==> src/rtl/eth_hdr_pkg.sv <==
// Shared definitions for the Ethernet header streamer.
// Contents: bus/length widths, default header geometry and the frame FSM state type.
package eth_hdr_pkg;

    localparam int unsigned DATA_W = 8;   // byte-wide data paths
    localparam int unsigned ADDR_W = 8;   // header RAM address width
    localparam int unsigned LEN_W  = 16;  // payload length / down-counter width
    localparam int unsigned IDX_W  = 9;   // header byte index, must hold 0..256

    localparam int unsigned HDR_LEN_DEFAULT  = 42;
    localparam int unsigned HDR_BASE_DEFAULT = 0;

    typedef enum logic [1:0] {
        StIdle = 2'd0,
        StHdr  = 2'd1,
        StPay  = 2'd2
    } state_e;

endpackage

==> src/rtl/eth_hdr_prefetch_fifo.sv <==
// Two-entry byte FIFO holding header RAM read data until the source accepts it.
// Ports:
//   clk_i, reset_i  clock and asynchronous active-high reset (empties the FIFO)
//   push_i          write push_data_i this cycle
//   pop_i           discard the head entry this cycle
//   head_o          oldest entry (meaningful only when count_o != 0)
//   count_o         current occupancy 0..2
// Writes into a full FIFO without a simultaneous pop and pops of an empty FIFO are dropped.
module eth_hdr_prefetch_fifo
    import eth_hdr_pkg::*;
(
    input  logic              clk_i,
    input  logic              reset_i,
    input  logic              push_i,
    input  logic [DATA_W-1:0] push_data_i,
    input  logic              pop_i,
    output logic [DATA_W-1:0] head_o,
    output logic [1:0]        count_o
);

    logic [DATA_W-1:0] mem_q [2];
    logic              wr_ptr_q;
    logic              rd_ptr_q;
    logic [1:0]        count_q, count_d;
    logic              push_ok;
    logic              pop_ok;

    always_comb begin
        pop_ok  = pop_i && (count_q != 2'd0);
        push_ok = push_i && ((count_q != 2'd2) || pop_ok);
        count_d = count_q + {1'b0, push_ok} - {1'b0, pop_ok};
    end

    always_ff @(posedge clk_i or posedge reset_i) begin
        if (reset_i) begin
            for (int i = 0; i < 2; i++) begin
                mem_q[i] <= '0;
            end
            wr_ptr_q <= 1'b0;
            rd_ptr_q <= 1'b0;
            count_q  <= 2'd0;
        end else begin
            if (push_ok) begin
                mem_q[wr_ptr_q] <= push_data_i;
                wr_ptr_q        <= ~wr_ptr_q;
            end
            if (pop_ok) begin
                rd_ptr_q <= ~rd_ptr_q;
            end
            count_q <= count_d;
        end
    end

    assign head_o  = mem_q[rd_ptr_q];
    assign count_o = count_q;

endmodule

==> src/rtl/eth_header_streamer.sv <==
// Emits one Ethernet frame per start request: HDR_LEN header bytes fetched from a
// synchronous header RAM, followed by payload_len bytes passed through from a payload stream.
// Ports:
//   clk, reset                     clock, asynchronous active-high reset
//   start, payload_len             frame request and payload byte count (sampled on accept)
//   busy, done                     frame in progress / one-cycle completion pulse
//   hdr_address, hdr_chipselect,   header RAM read port, data returned one cycle later
//   hdr_readdata
//   pl_data, pl_valid, pl_ready    payload Avalon-ST sink
//   src_data, src_valid, src_ready Avalon-ST frame source with sop/eop
//   src_sop, src_eop
module eth_header_streamer
    import eth_hdr_pkg::*;
#(
    parameter int unsigned HDR_LEN  = HDR_LEN_DEFAULT,
    parameter int unsigned HDR_BASE = HDR_BASE_DEFAULT
) (
    input  logic              clk,
    input  logic              reset,
    input  logic              start,
    input  logic [LEN_W-1:0]  payload_len,
    output logic              busy,
    output logic              done,
    output logic [ADDR_W-1:0] hdr_address,
    output logic              hdr_chipselect,
    input  logic [DATA_W-1:0] hdr_readdata,
    input  logic [DATA_W-1:0] pl_data,
    input  logic              pl_valid,
    output logic              pl_ready,
    output logic [DATA_W-1:0] src_data,
    output logic              src_valid,
    input  logic              src_ready,
    output logic              src_sop,
    output logic              src_eop
);

    localparam logic [IDX_W-1:0]  HdrLenW = IDX_W'(HDR_LEN);
    localparam logic [IDX_W-1:0]  LastIdx = IDX_W'(HDR_LEN - 1);
    localparam logic [ADDR_W-1:0] BaseW   = ADDR_W'(HDR_BASE);

    state_e             state_q, state_d;
    logic [IDX_W-1:0]   rd_idx_q, rd_idx_d;    // header reads issued this frame
    logic [IDX_W-1:0]   out_idx_q, out_idx_d;  // header bytes handed to the source
    logic [LEN_W-1:0]   pay_cnt_q, pay_cnt_d;  // payload bytes still to forward
    logic               pay_zero_q, pay_zero_d;
    logic               done_q, done_d;
    logic               inflight_q;            // a RAM read returns data this cycle
    logic [ADDR_W-1:0]  addr_q;

    logic [DATA_W-1:0]  fifo_head;
    logic [1:0]         fifo_count;
    logic               hdr_valid;
    logic               hdr_hs;
    logic               pay_hs;
    logic [2:0]         occ;
    logic               issue;

    eth_hdr_prefetch_fifo u_fifo (
        .clk_i       (clk),
        .reset_i     (reset),
        .push_i      (inflight_q),
        .push_data_i (hdr_readdata),
        .pop_i       (hdr_hs),
        .head_o      (fifo_head),
        .count_o     (fifo_count)
    );

    // Occupancy is taken net of this cycle's pop so that a steady one-byte-per-cycle
    // stream keeps one entry buffered and one read in flight.
    always_comb begin
        hdr_valid = (state_q == StHdr) && (fifo_count != 2'd0);
        hdr_hs    = hdr_valid && src_ready;
        pay_hs    = (state_q == StPay) && pl_valid && src_ready;
        occ       = {1'b0, fifo_count} + {2'b00, inflight_q} - {2'b00, hdr_hs};
        issue     = (state_q == StHdr) && (rd_idx_q != HdrLenW) && (occ < 3'd2);
    end

    always_comb begin
        hdr_chipselect = issue;
        hdr_address    = issue ? (BaseW + rd_idx_q[ADDR_W-1:0]) : addr_q;
        busy           = (state_q != StIdle);
        done           = done_q;
    end

    always_comb begin
        src_valid = 1'b0;
        src_data  = '0;
        src_sop   = 1'b0;
        src_eop   = 1'b0;
        pl_ready  = 1'b0;
        unique case (state_q)
            StHdr: begin
                src_valid = hdr_valid;
                src_data  = fifo_head;
                src_sop   = hdr_valid && (out_idx_q == '0);
                src_eop   = hdr_valid && (out_idx_q == LastIdx) && pay_zero_q;
            end
            StPay: begin
                src_valid = pl_valid;
                src_data  = pl_data;
                pl_ready  = src_ready;
                src_eop   = pl_valid && (pay_cnt_q == LEN_W'(1));
            end
            default: begin
            end
        endcase
    end

    always_comb begin
        state_d    = state_q;
        rd_idx_d   = rd_idx_q;
        out_idx_d  = out_idx_q;
        pay_cnt_d  = pay_cnt_q;
        pay_zero_d = pay_zero_q;
        done_d     = 1'b0;
        unique case (state_q)
            StIdle: begin
                if (start) begin
                    state_d    = StHdr;
                    rd_idx_d   = '0;
                    out_idx_d  = '0;
                    pay_cnt_d  = payload_len;
                    pay_zero_d = (payload_len == '0);
                end
            end
            StHdr: begin
                if (issue) begin
                    rd_idx_d = rd_idx_q + IDX_W'(1);
                end
                if (hdr_hs) begin
                    out_idx_d = out_idx_q + IDX_W'(1);
                    if (out_idx_q == LastIdx) begin
                        if (pay_zero_q) begin
                            state_d = StIdle;
                            done_d  = 1'b1;
                        end else begin
                            state_d = StPay;
                        end
                    end
                end
            end
            StPay: begin
                if (pay_hs && (pay_cnt_q != '0)) begin
                    pay_cnt_d = pay_cnt_q - LEN_W'(1);
                    if (pay_cnt_q == LEN_W'(1)) begin
                        state_d = StIdle;
                        done_d  = 1'b1;
                    end
                end
            end
            default: begin
                state_d = StIdle;
            end
        endcase
    end

    always_ff @(posedge clk or posedge reset) begin
        if (reset) begin
            state_q    <= StIdle;
            rd_idx_q   <= '0;
            out_idx_q  <= '0;
            pay_cnt_q  <= '0;
            pay_zero_q <= 1'b0;
            done_q     <= 1'b0;
            inflight_q <= 1'b0;
            addr_q     <= BaseW;
        end else begin
            state_q    <= state_d;
            rd_idx_q   <= rd_idx_d;
            out_idx_q  <= out_idx_d;
            pay_cnt_q  <= pay_cnt_d;
            pay_zero_q <= pay_zero_d;
            done_q     <= done_d;
            inflight_q <= issue;
            if (issue) begin
                addr_q <= hdr_address;
            end
        end
    end

endmodule

==> config.mk <==
export PLATFORM = sky130hd
export DESIGN_NAME = eth_header_streamer
export DESIGN_NICKNAME = d
export VERILOG_FILES = /design/src/rtl/eth_hdr_pkg.sv /design/src/rtl/eth_hdr_prefetch_fifo.sv /design/src/rtl/eth_header_streamer.sv
export SDC_FILE = /design/constraint.sdc
export NUM_CORES = 1
export LEC_CHECK = 0
export ABC_AREA = 1
export CAP_MARGIN = 10
export CORE_ASPECT_RATIO = 0.75
export CORE_MARGIN = 2
export CORE_UTILIZATION = 45
export DETAILED_ROUTE_END_ITERATION = 10
export HOLD_SLACK_MARGIN = 0.05
export PLACE_DENSITY = 0.73
export SLEW_MARGIN = 20
export SYNTH_ARGS = -nofsm -noshare
export SYNTH_HDL_FRONTEND = slang
export SYNTH_SLANG_ARGS = --single-unit
==> constraint.sdc <==
create_clock -name clk -period 5.7 [get_ports clk]
set_input_delay 1.14 -clock clk [delete_from_list [all_inputs] [get_ports clk]]
set_output_delay 1.14 -clock clk [all_outputs]
set_load 0.02 [all_outputs]
==> summary.md <==
| Metric | Value |
|---|---|
| Status | completed |
| Synth warnings | 0 |
| Maximum vdd drop | 0.315 mV |
| Net count of the mapped netlist | 648 |
| Startpoint Class | input pin |
| Placed Area | 4880 um2 |
| Setup Fix Bufs, Post-CTS | 0 |
| Clk sink count | 67 |
| Worst Setup End Kind | output port |
| CTS tree | yes |
| Mapped Avg Cell Area | around 7 um2 |
| Clock Pin Slew Worst Setup and Hold Paths | around 0.050 ns |
| P_leak | between 2 and 2.5 nW |
| Clock power frac | 23.3% |
| Number of diodes | 0 |
| Rows | 30 |
| Die H | slightly below 90 um |
| CP max FO | 11 |
| Worst min path class | reg -> reg |
| Hold Vio Cnt, Final | 0 |
| CTS hold repair buffers | 0 |
| Cell variety after synth | 37 |
| First-pass GRT wire length | 17500 um |
| Core area | 9080 um2 |
| Cell taking the most area after synthesis | dfrtp_1 |
| Gpl congestion | about 0.9 |
| First-pass DRT Iterations | 4 |
| Die W | 116 um |
| Clock period minus worst slack | around 5.2 ns |
| DRC Markers | 0 |
| Most frequent cell after synthesis | nand2_1 |
| Combinational power share | a little under half |
| Fmax achieved | roughly 190 MHz |
| Clk buf depth | 2 |
| Starting Density | between 40% and 50% |
| H-Tree Depth | 3 |
| Unrepaired setup endpoints after global routing | no |
| Setup_tns | 0 ns |
| R2R Setup Slk | 2.34 ns |
| Hold-critical path depth | 2 |
| Top post-synthesis cells by count | nand2_1 (204), dfrtp_1 (67), inv_1 (59), o21ai_0 (55), nor2_1 (53) |
| Worst Tran Pin Value | ~0.82 ns |
| Final worst path period share | 91.6% |
| Largest net degree at the start of global routing | between 40 and 50 |
| Critical path required time | approximately 4.6 ns |
| Via count | 3988 |
| Setup ws final | 0.479 ns |
| Drt wl/cell | between 10 and 15 um |
| Final Skew | around 0.0049 ns |
| Die Area | 10200 um2 |
| Vias/cell | between 5 and 6 |
| Nets | 702 |
| Gr ovfl total | 0 |
| Post-route ant nets | 0 |
| Yosys reg bits | 67 |
| Synth top area share | roughly two fifths |
| Routed wire length | between 10000 and 15000 um |
| Top_reg_cell synth | dfrtp_1 |
| Share of cells above drive strength 1 | 6.10% |
| Post_cts resized | 0 |
| # IOs | 60 |
| Synth area leaders | dfrtp_1 (40%), nand2_1 (18%), o21ai_0 (6.5%) |
| Total track usage | a little over a fifth |
| Final instance area | between 5000 and 6000 um2 |
| Max Cap Viol | 0 |
| Worst-case reg-to-reg path depth | 16 |
| Final setup viols | 0 |
| Switching share of power | 44.0% |
| P&R area growth vs syn | 23.3% |
| TritonCTS buffer count | 9 |
| Critical path class | in -> out |
| PortBufs | approximately 60 |
| Critical path data arrival time | 4.08 ns |
| Net Switching | ~1.1 mW |
| Worst slew margin | 45.0% |
| PwrDens | slightly below 500 nW/um2 |
| Root Buffer | clkbuf_16 |
| Clock Latency Late Sink | ~0.34 ns |
| First DRT Iteration DRCs | roughly 290 |
| Post-Syn Area | ~4200 um2 |
| Sequential fraction of the synthesis area | roughly two fifths |
| Post-synth EDFFs | 0 |
| Vias in the first global route | between 3k and 4k |
| Dpl hpwl | roughly 7400 um |
| Int Pwr | ~1.4 mW |
| Initial antenna violation count | 0 |
| Flop pwr share | between 30 and 40% |
| Ys async rst share | 100% |
| Max Slew Vio Count | 0 |
| Pre-CTS setup slack | between 0.4 and 0.5 ns |
| Gate count after technology mapping | roughly 600 |
sequential cells by signal, summed over array words and instances, names as in the netlist:
name	count
state_q	2
inflight_q	1
addr_q	8
u_fifo.count_o	2
out_idx_q	9
u_fifo.mem_q	16
u_fifo.rd_ptr_q	1
u_fifo.wr_ptr_q	1
pay_cnt_q	16
done	1
rd_idx_q	9
pay_zero_q	1
cells in the final DEF (no fill, tap or decap), types with 2 or more instances in the layout:
| master | count |
|---|---|
| a21oi_1 | 22 |
| buf_4 | 3 |
| bufinv_16 | 2 |
| clkbuf_16 | 9 |
| clkdlybuf4s50_1 | 59 |
| clkinv_2 | 2 |
| clkinv_4 | 2 |
| dfrtp_1 | 67 |
| ha_1 | 13 |
| inv_1 | 58 |
| inv_2 | 2 |
| nand2_1 | 204 |
| nand2_2 | 7 |
| nand3_1 | 42 |
| nand3b_1 | 3 |
| nand4_1 | 12 |
| nor2_1 | 53 |
| nor2_4 | 3 |
| nor3_1 | 6 |
| nor4_1 | 3 |
| o21ai_0 | 55 |
| o21ai_2 | 2 |
| xnor2_1 | 3 |
| xor2_1 | 8 |
area by class of cell:
type                       count  area [um2]
tap                          128         160
fill                         880        3880
timing repair buffer          62         613
multi-input combinational    450        2200
inverter                      61         230
clock buffer                  10         229
sequential                    67        1680
clock inverter                 6        90.1
through the flow:
step	power [mW]	std cells	hold slack, ns	utilization [%]
floorplan	1.63	597	0.443	-
global placement	1.91	768	0.462	53.8
detailed placement	1.94	768	0.464	53.8
CTS	2.55	784	0.479	57.3
global route	2.75	784	0.508	57.3
finish	2.53	784	0.475	57.3
per-layer routing:
metal,up-vias,track usage (%),wire length (um)
met3,10,5.33,570
met2,90,34.0,4480
met4,0,5.63,104
li1,2016,-,-
met5,-,0,0
met1,1872,31.0,5040
path summary, 6_finish.rpt:
kind / end / from
min reg2reg: addr_q[2]$_DFFE_PP0P_ / addr_q[2]$_DFFE_PP0P_
max: hdr_address[6] / src_ready
min in group asynchronous: addr_q[7]$_DFFE_PP0P_ / reset
max in group asynchronous: pay_cnt_q[9]$_DFFE_PP0P_ / reset
max reg2reg: rd_idx_q[8]$_DFFE_PP0P_ / state_q[1]$_DFFE_PP0P_
min: addr_q[2]$_DFFE_PP0P_ / addr_q[2]$_DFFE_PP0P_
cell families after synthesis:
logic type,synth area share [%]
AOI/OAI and AO/OA,11.0
buffers and inverters,8.03
xor gates and xnor gates,2.28
DFF,39.7
and+or+nand+nor,34.4
muxes,0.237
adders and majority gates,4.33
worst max-delay path: stages:
cell and delay (ns):
clkdlybuf4s50_1 0.49, inv_1 0.09, nor2_4 0.20, inv_2 0.08, nand2_1 0.06, nand3_1 0.07
fa_1 0.49, nand2_1 0.05, nor2_1 0.11, nand2_1 0.24, buf_4 0.26, o21ai_0 0.16
clkdlybuf4s50_1 0.62
power by group through the flow:
stage                     logic [mW]  clock network, mW  registers (mW)
after global placement          1.14                  0           0.773
final                           1.17              0.591           0.774
after CTS                       1.17              0.601           0.772
after global routing            1.33              0.619           0.798
after detailed placement        1.17                  0           0.779
after floorplan                0.905                  0           0.721
Power figures use the tool's default switching activity.
